==> src/rtl/spi_rx_pkg.sv <==
// Shared types and helpers for the multi-lane SPI receive path.
// lane_mode_e encodes the lane count; 2'b11 is reserved and behaves as SINGLE.
package spi_rx_pkg;

    typedef enum logic [1:0] {
        SINGLE = 2'b00,
        DUAL   = 2'b01,
        QUAD   = 2'b10
    } lane_mode_e;

    function automatic logic [2:0] lanes_of(input logic [1:0] mode);
        case (mode)
            DUAL:    return 3'd2;
            QUAD:    return 3'd4;
            default: return 3'd1;
        endcase
    endfunction

    // Edges needed to move 'bits' bits; a zero length still moves one bit.
    function automatic logic [31:0] ceil_edges(input logic [31:0] bits, input logic [1:0] mode);
        logic [31:0] b;
        b = (bits == 32'd0) ? 32'd1 : bits;
        case (mode)
            DUAL:    b = 32'((33'(b) + 33'd1) >> 1);
            QUAD:    b = 32'((33'(b) + 33'd3) >> 2);
            default: b = b;
        endcase
        return b;
    endfunction

endpackage

==> src/rtl/spi_rx_lane_shifter.sv <==
// Lane-aware shift register and bit counter; flags a finished word and presents
// it right-justified (zero upper bits) in the same cycle as the completing edge.
module spi_rx_lane_shifter
    import spi_rx_pkg::*;
#(
    parameter int DATA_W = 32
) (
    input  logic              clk,
    input  logic              rst,
    input  logic              clr,
    input  logic              shift,
    input  logic              last,
    input  logic              lsb_first,
    input  logic [1:0]        mode,
    input  logic [3:0]        sdi,
    output logic              word_done,
    output logic [DATA_W-1:0] word
);

    localparam int BW = $clog2(DATA_W + 1);

    logic [DATA_W-1:0] shreg;
    logic [DATA_W-1:0] shreg_nxt;
    logic [BW-1:0]     bit_cnt;
    logic [BW-1:0]     bit_nxt;

    always_comb begin
        shreg_nxt = shreg;
        case (mode)
            DUAL:    shreg_nxt = lsb_first ? {sdi[1:0], shreg[DATA_W-1:2]}
                                           : {shreg[DATA_W-3:0], sdi[1:0]};
            QUAD:    shreg_nxt = lsb_first ? {sdi[3:0], shreg[DATA_W-1:4]}
                                           : {shreg[DATA_W-5:0], sdi[3:0]};
            default: shreg_nxt = lsb_first ? {sdi[0], shreg[DATA_W-1:1]}
                                           : {shreg[DATA_W-2:0], sdi[0]};
        endcase
    end

    assign bit_nxt   = bit_cnt + BW'(lanes_of(mode));
    assign word_done = shift & (last | (bit_nxt == BW'(DATA_W)));

    // LSB-first words fill from the top, so a short word must be slid down.
    always_comb begin
        word = shreg_nxt;
        if (lsb_first) begin
            word = shreg_nxt >> (DATA_W - int'(bit_nxt));
        end
    end

    always_ff @(posedge clk or posedge rst) begin
        if (rst) begin
            shreg   <= '0;
            bit_cnt <= '0;
        end else if (clr || word_done) begin
            shreg   <= '0;
            bit_cnt <= '0;
        end else if (shift) begin
            shreg   <= shreg_nxt;
            bit_cnt <= bit_nxt;
        end
    end

endmodule

==> src/rtl/spi_master_rx_mlane.sv <==
// Multi-lane SPI master receiver: edge/transfer counting, output register, overflow.
// Optional LSB-first reception is compiled in with `define SPI_RX_LSB_FIRST_EN.
module spi_master_rx_mlane
    import spi_rx_pkg::*;
#(
    parameter int DATA_W   = 32,
    parameter int CNT_W    = 16,
    parameter int RST_BITS = 8
) (
    input  logic              clk,
    input  logic              rst,
    input  logic              en,
    input  logic              rx_edge,
    input  logic [1:0]        mode,
    input  logic [CNT_W-1:0]  counter_in,
    input  logic              counter_in_upd,
`ifdef SPI_RX_LSB_FIRST_EN
    input  logic              lsb_first,
`endif
    input  logic [3:0]        sdi,
    output logic [DATA_W-1:0] data,
    output logic              data_valid,
    input  logic              data_ready,
    output logic              rx_done,
    output logic              overflow,
    input  logic              clr_overflow
);

    lane_mode_e        mode_q;
    logic [CNT_W-1:0]  edge_cnt;
    logic [CNT_W-1:0]  target_edges;
    logic              lsb_q;
    logic              shift;
    logic              last_edge;
    logic              word_done;
    logic [DATA_W-1:0] word;

    // A restart in the same cycle as a sample strobe swallows that strobe.
    assign shift     = en & rx_edge & ~counter_in_upd;
    assign last_edge = (edge_cnt == target_edges - CNT_W'(1));

    always_ff @(posedge clk or posedge rst) begin
        if (rst) begin
            edge_cnt     <= '0;
            target_edges <= CNT_W'(RST_BITS);
            mode_q       <= SINGLE;
        end else if (counter_in_upd) begin
            edge_cnt     <= '0;
            target_edges <= CNT_W'(ceil_edges(32'(counter_in), mode));
            mode_q       <= (mode == 2'b11) ? SINGLE : lane_mode_e'(mode);
        end else if (shift) begin
            edge_cnt     <= last_edge ? '0 : edge_cnt + CNT_W'(1);
        end
    end

`ifdef SPI_RX_LSB_FIRST_EN
    always_ff @(posedge clk or posedge rst) begin
        if (rst) begin
            lsb_q <= 1'b0;
        end else if (counter_in_upd) begin
            lsb_q <= lsb_first;
        end
    end
`else
    assign lsb_q = 1'b0;
`endif

    spi_rx_lane_shifter #(
        .DATA_W (DATA_W)
    ) u_shifter (
        .clk       (clk),
        .rst       (rst),
        .clr       (counter_in_upd),
        .shift     (shift),
        .last      (last_edge),
        .lsb_first (lsb_q),
        .mode      (mode_q),
        .sdi       (sdi),
        .word_done (word_done),
        .word      (word)
    );

    // Handshake: a word transfers on any clock where data_valid & data_ready;
    // data is held stable while data_valid is high and data_ready is low.
    always_ff @(posedge clk or posedge rst) begin
        if (rst) begin
            data       <= '0;
            data_valid <= 1'b0;
            rx_done    <= 1'b0;
            overflow   <= 1'b0;
        end else begin
            rx_done <= word_done & last_edge;
            if (word_done && (!data_valid || data_ready)) begin
                data       <= word;
                data_valid <= 1'b1;
            end else if (data_valid && data_ready) begin
                data_valid <= 1'b0;
            end
            if (clr_overflow) begin
                overflow <= 1'b0;
            end else if (word_done && data_valid && !data_ready) begin
                overflow <= 1'b1;
            end
        end
    end

endmodule

==> config.mk <==
export PLATFORM = sky130hd
export DESIGN_NAME = spi_master_rx_mlane
export DESIGN_NICKNAME = d
export VERILOG_FILES = /design/src/rtl/spi_rx_pkg.sv /design/src/rtl/spi_rx_lane_shifter.sv /design/src/rtl/spi_master_rx_mlane.sv
export SDC_FILE = /design/constraint.sdc
export NUM_CORES = 1
export LEC_CHECK = 0
export CAP_MARGIN = 30
export CORE_AREA = 2 2 142 179
export CTS_CLUSTER_DIAMETER = 80
export DETAILED_ROUTE_END_ITERATION = 12
export DIE_AREA = 0 0 144 181
export HOLD_SLACK_MARGIN = 0.12
export SYNTH_ARGS = -nofsm -noshare
export SYNTH_HDL_FRONTEND = slang
export SYNTH_HIERARCHICAL = 1
export SYNTH_SLANG_ARGS = --single-unit
export TNS_END_PERCENT = 50
==> constraint.sdc <==
create_clock -name clk -period 4.1 [get_ports clk]
set_input_delay 0.615 -clock clk [delete_from_list [all_inputs] [get_ports clk]]
set_output_delay 0.615 -clock clk [all_outputs]
set_load 0.01 [all_outputs]
Word level (Yosys, flattened, before mapping)
Index checks and enable logic that the tools add are counted. W data, S select, Z words.

$add $sub $neg: 5. Equality and inequality tests: 7. Multiplexer cells: 16. Bitwise logic cells: 6. Reductions and logical operators: 13.

Operator list (number): $mux W16 (4); $pmux W32 S2 (1); $mux W31 (2); $pmux W16 S2 (1); $add A16 B1 Y17 const B (1); $add A16 B2 Y17 const B (1); $add A16 B1 Y16 const B (1); $eq A16 B16 Y1 (1); $logic_not A16 Y1 (1); $sub A16 B1 Y16 const B (1); $mux W6 (2); $reduce_bool A2 Y1 (4); $add A6 B3 Y6 (1); $eq A2 B2 Y1 const B (3); $eq A6 B6 Y1 const B (1); $pmux W3 S2 (1); $and A1 B1 Y1 (4); $eq A2 B1 Y1 const B (2); $logic_and A1 B1 Y1 (4); $mux W1 (4); $logic_not A1 Y1 (2); $logic_or A1 B1 Y1 (2); $mux W2 (1); $not A1 Y1 (1); $or A1 B1 Y1 (1).

Flip-flop bits (word level): 106. Bits of input ports: 29. Output and inout bits: 35. Word-level logic and storage cells: 56.

Depth between registers and ports, before layout
Gate-level depths: netlist of run 1.

Word-level depth: 10. Depth in mapped cells: 20. Gate-level depth less buffers: 14.

By module
The synthesis of run 1 kept the hierarchy.

By module, submodules not included: spi_rx_lane_shifter (instances 1, cells each 741, area each 6170.9 µm², sequential area each 950.9 µm²); spi_master_rx_mlane (instances 1, cells each 474, area each 4399.2 µm², sequential area each 1727.9 µm²).

Least setup slack after synthesis of run 1
No wires, ideal clock.

Kind: flip-flop to flip-flop. From: reg mode_q[0]. To: reg data[0]. Library setup time: 125 ps. Arrival: 4226 ps. Required time: 3975 ps. Path slack: -251 ps. Cell stages (with the launch flop): 17. Path buffers: 4. Period minus slack after synthesis: 4351 ps. Cells stage by stage: dfrtp_1 > inv_1 > ha_1 > ha_1 > clkbuf_1 > inv_2 > clkbuf_1 > buf_1 > ha_1 > o21ai_0 > a2111oi_2 > o211a_2 > nor2_1 > nor2b_1 > nand2_1 > buf_1 > mux2_2.

Longest elaborated chain between the ends: 7. Elaborated cells between the ends (all ways): 8. Those cells by class: 1 x add/sub; 3 x eq/ne; 1 x mux; 2 x bitwise; 1 x reduce/logical.

RTL lines: start: declaration (line spi_master_rx_mlane.sv:29) `lane_mode_e mode_q;`; start signal: assignment (line spi_master_rx_mlane.sv:50) `mode_q <= (mode == 2'b11) ? SINGLE : lane_mode_e'(mode);`; $eq A2 B2 Y1 or $eq A2 B1 Y1 (tied branches) (line spi_rx_pkg.sv:12) `case (mode)`; $pmux W3 S2 * (line spi_rx_pkg.sv:12); $add A6 B3 Y6 * (line spi_rx_lane_shifter.sv:39) `assign bit_nxt = bit_cnt + BW'(lanes_of(mode));`; $eq A6 B6 Y1 * (line spi_rx_lane_shifter.sv:40) `assign word_done = shift & (last | (bit_nxt == BW'(DATA_W)));`; $or A1 B1 Y1 * (line spi_rx_lane_shifter.sv:40); $and A1 B1 Y1 * (line spi_rx_lane_shifter.sv:40); named net word_done (line spi_master_rx_mlane.sv:35) `logic word_done;`; $logic_and A1 B1 Y1 * (line spi_master_rx_mlane.sv:93) `if (word_done && (!data_valid || data_ready)) begin`; end signal: assignment (line spi_master_rx_mlane.sv:94) `data <= word;`; end: declaration (line spi_master_rx_mlane.sv:21) `output logic [DATA_W-1:0] data,`.

Mark *: on every way through the listed nets, which the timed path passes. The rest lies on a longest branch. A chain may end at the register's enable or synchronous reset.

Final worst setup path of run 1
From: reg mode_q[0]. To: reg data[28].

Same word-level chain as after synthesis.

==> run summary, run 1 <==
* DIE AREA: 26100 µm²
* Detail Route Antenna Nets: 0
* post-placement cell area: 11400 µm²
* worst hold margin: 511 ps
* critical register-to-register path startpoint: mode_q[0]
* critical path endpoint: data[28]
* number of distinct library cells after synthesis: 97
* longest individual stage delay on the worst path: 460 ps
* largest buffer count on any clock path: 2
* initial antenna violation count: 0
* cell repeated most along the worst path: inv_1
* class of the most critical hold timing path: reg2reg
* Chip Height: 181 µm
* Placer Congestion: 1.01
* pin count of the biggest net entering global routing: 128
* setup TNS: 0 ps
* drt first pass iters: 6
* Yosys warning count: 6
* GRT Resource Usage Total: 0.266
* leading register cell type out of synthesis: dfrtp_1
* layout overhead on the synthesized area: 10.8%
* pins over their slew limit: 15
* number of enable-type register cells in the synthesized netlist: 0
* Worst-Margin Slew: 1510 ps
* outcome: finished with violations
* CTS Sinks: 107
* Critical Path Source: mode_q[0]
* setup-violating endpoint count in the final report: 0
* worst-case clock skew: 12.6 ps
* number of CTS-inserted buffers: 9
* synthesized instance count: 1215
* WP data required: 4340 ps
* register-to-register setup slack: 290 ps
* post-synthesis sequential area ratio: 0.253
* placement row count: 64
* kind of end point of the critical path: flop
* flip-flop and latch count after synthesis: 107
* Starting Density: 0.436
* crit share post-route: 0.930
* RSZ-0062 raised after global routing: no
* Static Leakage: 4.74 nW
* post-CTS repair timing setup buffer count: 0
* Core ar.: 24300 µm²
* number of resized instances in the post-cts repair step: 0
* fraction of layout cells with a size suffix above 1: 0.144
* half-perimeter wire length after detailed placement: 25000 µm
* global-route wire length before repair: 54800 µm
* Fmax achieved: 262 MHz
* clock transition at the register clock pins on the worst setup and hold paths after CTS: 80 ps
* number of DRC violations after detailed routing: 0
* launching element type of the critical path: flop
* chain of cells forming the critical path: inv_1, ha_2, ha_1, inv_1, fa_1, o21ba_2, o311ai_0, and2_1, o211a_2, nor2_1, nor2b_1, nand2_1, buf_4, mux2_2
* worst-case headroom to the max-slew limit: -0.00660
* average cell area after synthesis: 8.70 µm²
* worst path arrival time: 4050 ps
* sum of overflow across all layers after global routing: 0
* reg2reg end: data[28]
* critical-path maximum fanout: 32
* post-route standard cell area excluding fillers: 11700 µm²
* Final nets: 1257
* maximum resistive drop on vdd: 0.239 mV
* per-cell via count in the routed design: 6.50
* overall routed net length: 34300 µm
* detail-routed net length per standard cell: 22.1 µm
* Min Clock Period, post-route: 3810 ps
* share of async-settable or async-resettable flops after synthesis: 1.00
* Pwr Density: 299 nW/µm²
* hold-fix buffers at CTS: 0
* Final Hold Vio Count: 0
* Syn Nets: 1257
* post-synthesis instance area: 10600 µm²
* DIE WIDTH: 144 µm
* TritonCTS clock tree: done
* CP max stage cell: o311ai_0
* Worst Reg2Reg Path Length in Cells: 14
* number of antenna repair diodes: 0
* master cell of the clock root buffer: clkbuf_16
* Detailed Route Iter0 Violations: 1053
* failing checks: max-slew violations
* WS Path Type: reg2reg
* via count: 10100
* CTS H-tree lvls: 3
* Boundary Pins: 64
* I/O Buffers: 63
* via count of the first global-routing pass: 9652
* latest clock arrival within the worst-skew pair: 360 ps
* Max Cap Violations: 0
-- registers in the layout, summed over array words and instances (netlist names) --
signal and cells:
data 32, edge_cnt 16, target_edges 16, rx_done 1, mode_q 2, overflow 1
u_shifter/bit_cnt 6, data_valid 1, u_shifter/shreg 32
-- cell families (layout without fill, tap and decap cells) --
family / Yosys count / after routing / share of synthesized area
AOI/OAI and AO/OA: 349 / 349 / 0.242
and+or+nand+nor: 359 / 359 / 0.172
other: 1 / 1 / 0.000355
xor gates and xnor gates: 53 / 53 / 0.0460
buffers and inverters: 144 / 149 / 0.0611
DFF: 107 / 107 / 0.253
adders and majority gates: 13 / 13 / 0.0161
muxes: 189 / 189 / 0.210
-- cell usage after synthesis, types with 26 or more instances --
master    instances  share of area
mux2i_1          66          0.062
a22o_1           26          0.022
nor3_1           34          0.016
nor2_1           70          0.025
dfrtp_1         106           0.25
clkbuf_1         66          0.023
mux2_2           81          0.086
nand2_1         111          0.039
inv_1            28         0.0099
o22ai_1          36          0.021
o21ai_0          64          0.030
a21oi_1          34          0.016
nand3_1          27          0.013
xnor2_1          33          0.027
-- cells in the final DEF, fill, tap and decap left out, types with 10 or more instances in the layout --
master / n
nand2b_1: 18
mux2i_1: 66
a31oi_1: 12
a22o_1: 26
dfrtp_1: 106
clkdlybuf4s50_1: 62
xnor2_1: 32
mux2_2: 81
mux4_2: 12
a222oi_1: 18
inv_1: 27
nor2_1: 69
o2bb2ai_1: 12
and3_1: 14
ha_1: 11
nand3_1: 27
a21oi_1: 34
nor3_1: 34
nor4_1: 10
o21ai_0: 64
nand2_1: 111
nand4_1: 10
xor2_1: 18
buf_4: 39
a22oi_1: 21
o22ai_1: 36
mux2_1: 24
-- cell type report --
class                      instances  area, µm²
fill                            2394      12600
multi-input combinational        964       7260
sequential                       107       2680
timing repair buffer             103        938
tap                              330        413
clock buffer                       9        225
inverter                          30        113
clock inverter                     7       80.1
-- where the power goes --
group / internal [mW] / total (mW) / switching [mW]
registers: 1.09 / 1.14 / 0.0551
logic: 0.537 / 1.45 / 0.912
clock network: 0.436 / 0.910 / 0.474
-- per-stage QoR --
step / setup WS [ps] / utilization / std cells / total power, mW
5_1_grt: 3.65 / 0.483 / 1550 / 3.67
4_1_cts: 205 / 0.483 / 1550 / 3.48
6_report: 286 / 0.483 / 1550 / 3.50
3_3_place_gp: 382 / 0.470 / 1533 / 2.56
3_5_place_dp: 258 / 0.470 / 1534 / 2.56
2_1_floorplan: 1.67 / - / 1215 / 2.22
-- layer usage --
layer / vias up / routed length (µm) / GRT usage
li1: 4644 / - / -
met1: 4910 / 14400 / 0.341
met2: 439 / 16600 / 0.447
met3: 87 / 1800 / 0.0289
met4: 0 / 1540 / 0.117
met5: - / 0 / 0
-- how the worst min path moves through the flow --
stage | startpoint | end | slack, ps | cells past startpoint
2_1_floorplan | u_shifter/bit_cnt[0] | u_shifter/bit_cnt[0] | 460 | 2
3_3_place_gp | data[1] | data[1] | 490 | 1
3_5_place_dp | data[1] | data[1] | 490 | 1
4_1_cts | data[1] | data[1] | 520 | 1
5_1_grt | u_shifter/bit_cnt[0] | u_shifter/bit_cnt[0] | 530 | 2
6_report | u_shifter/bit_cnt[0] | u_shifter/bit_cnt[0] | 510 | 2
-- critical path, delay by kind of cell (launching register included) --
kind / cells / cell delay [ps]
AO/OA/AOI/OAI: 3 / 970
AND/OR/NAND/NOR: 4 / 710
buffers and inverters: 3 / 400
flip-flops: 1 / 400
adder cells (fa/ha/maj): 3 / 890
multiplexers: 1 / 320
(Power assumes the default switching activity.)
==> inputs of run 2 (changes only) <==
- CORE_AREA: 2 2 142 179 -> 2 2 158 160
- DIE_AREA: 0 0 144 181 -> 0 0 160 162
==> run 2 against run 1 <==
  * The run now ends clean
  * Worst hold slack got worse by 41 ps
  * Clock power increased by 2.5%
  * Highest routed layer unchanged
  * Largest cell class unchanged
  * Clock skew down 0.54 ps
==> run summary, run 2 (synthesis gave the netlist of run 1 again) <==
* longest individual stage delay on the worst path: 500 ps
* worst-case clock skew: 12.1 ps
* setup-violating endpoint count in the final report: 0
* Placer Congestion: 0.915
* clock transition at the register clock pins on the worst setup and hold paths after CTS: 80 ps
* WS Path Type: reg2reg
* TritonCTS clock tree: done
* via count of the first global-routing pass: 9293
* Final nets: 1253
* drt first pass iters: 8
* number of antenna repair diodes: 0
* overall routed net length: 34600 µm
* Static Leakage: 4.73 nW
* Pwr Density: 301 nW/µm²
* I/O Buffers: 63
* via count: 10100
* CTS H-tree lvls: 3
* Final Hold Vio Count: 0
* number of CTS-inserted buffers: 9
* CTS Sinks: 107
* crit share post-route: 0.929
* post-placement cell area: 11400 µm²
* critical-path maximum fanout: 16
* CP max stage cell: fa_1
* setup TNS: 0 ps
* Core ar.: 24100 µm²
* pins over their slew limit: 0
* Chip Height: 162 µm
* Starting Density: 0.438
* pin count of the biggest net entering global routing: 128
* global-route wire length before repair: 54700 µm
* Detail Route Antenna Nets: 0
* sum of overflow across all layers after global routing: 0
* class of the most critical hold timing path: in2async
* outcome: completed
* fraction of layout cells with a size suffix above 1: 0.141
* highest-count cells in the layout ignoring fill and taps: nand2_1 (111), dfrtp_1 (106), mux2_2 (81)
* Fmax achieved: 263 MHz
* launching element type of the critical path: flop
* Detailed Route Iter0 Violations: 1097
* detail-routed net length per standard cell: 22.4 µm
* kind of end point of the critical path: flop
* master cell of the clock root buffer: clkbuf_16
* leading cell type in the layout, fill and taps excluded: nand2_1
* maximum resistive drop on vdd: 0.222 mV
* initial antenna violation count: 0
* cell repeated most along the worst path: inv_1
* RSZ-0062 raised after global routing: no
* DIE AREA: 25900 µm²
* largest buffer count on any clock path: 2
* Min Clock Period, post-route: 3810 ps
* layout overhead on the synthesized area: 10.6%
* GRT Resource Usage Total: 0.264
* chain of cells forming the critical path: inv_1, ha_2, ha_1, inv_1, fa_1, o21ba_2, o311ai_1, and2_1, o211a_2, nor2_1, nor2b_1, nand2_1, buf_4, mux2_2
* WP data required: 4350 ps
* DIE WIDTH: 160 µm
* worst path arrival time: 4060 ps
* Regs by FF count: data x32, u_shifter/shreg x32
* Worst-Margin Slew: 1480 ps
* per-cell via count in the routed design: 6.54
* number of DRC violations after detailed routing: 0
* half-perimeter wire length after detailed placement: 24300 µm
* placement row count: 57
* worst-case headroom to the max-slew limit: 0.0131
* Filler Cells Inserted: 2328
* Boundary Pins: 64
* post-route standard cell area excluding fillers: 11700 µm²
* latest clock arrival within the worst-skew pair: 370 ps
* Max Cap Violations: 0
[run 2: path summary, 6_finish.rpt]
check                                          start                   end  slack (ps)  depth (start not counted)
worst max register to register             mode_q[0]               data[3]         290                         14
worst min-delay path                             rst       target_edges[1]         470                          2
worst max-delay path                       mode_q[0]               data[3]         290                         14
worst min register to register  u_shifter/bit_cnt[0]  u_shifter/bit_cnt[0]         510                          2
max in group asynchronous                        rst              data[24]        2800                          4
min in group clk                u_shifter/bit_cnt[0]  u_shifter/bit_cnt[0]         510                          2
[run 2: final cells by class]
| type | instances | area (µm²) | area share |
|---|---|---|---|
| flip-flops and latches | 107 | 2680 | 0.229 |
| clock inverters | 7 | 77.6 | 0.00664 |
| repair buffers | 99 | 912 | 0.0780 |
| clock buffers | 9 | 225 | 0.0193 |
| well taps | 324 | 405 | 0.0347 |
| multi-input cells | 964 | 7280 | 0.623 |
| inverters | 30 | 113 | 0.00963 |
[run 2: repair_timing]
item | CTS | global route
setup buffers | 0 | 0
endpoints found under the hold margin | 0 | 0
hold buffers | 0 | 0
gates resized for setup | 0 | 2
endpoints found under the setup margin | 0 | 32
[run 2: critical path: cells and delay by family (launching register included)]
family / cells / cell delay (ps)
mux: 1 / 290
flops: 1 / 400
compound gates: 3 / 910
simple gates: 4 / 730
fa+ha+maj: 3 / 1010
buf+inv: 3 / 360
[run 2: where the power goes]
group	switching, mW	leakage [nW]	total (mW)	internal (mW)
Sequential	0.0547	1.46	1.14	1.09
Combinational	0.907	3.12	1.44	0.535
Clock	0.497	0.149	0.933	0.436
[run 2: routing by layer]
metal | part of all wire | GRT usage
met3 | 0.084 | 0.0590
met4 | 0.021 | 0.0721
met2 | 0.43 | 0.391
met1 | 0.46 | 0.386
met5 | 0 | 0
[run 2: per-stage QoR]
step / util / hold slack [ps] / instances / power [mW] / worst slack, ps
finish: 0.485 / 470 / 1540 / 3.52 / 291
global route: 0.485 / 480 / 1540 / 3.69 / 53.6
CTS: 0.484 / 463 / 1540 / 3.49 / 180
detailed placement: 0.472 / 492 / 1524 / 2.54 / 213
global placement: 0.470 / 493 / 1521 / 2.54 / 270
floorplan: - / 456 / 1215 / 2.22 / 1.67
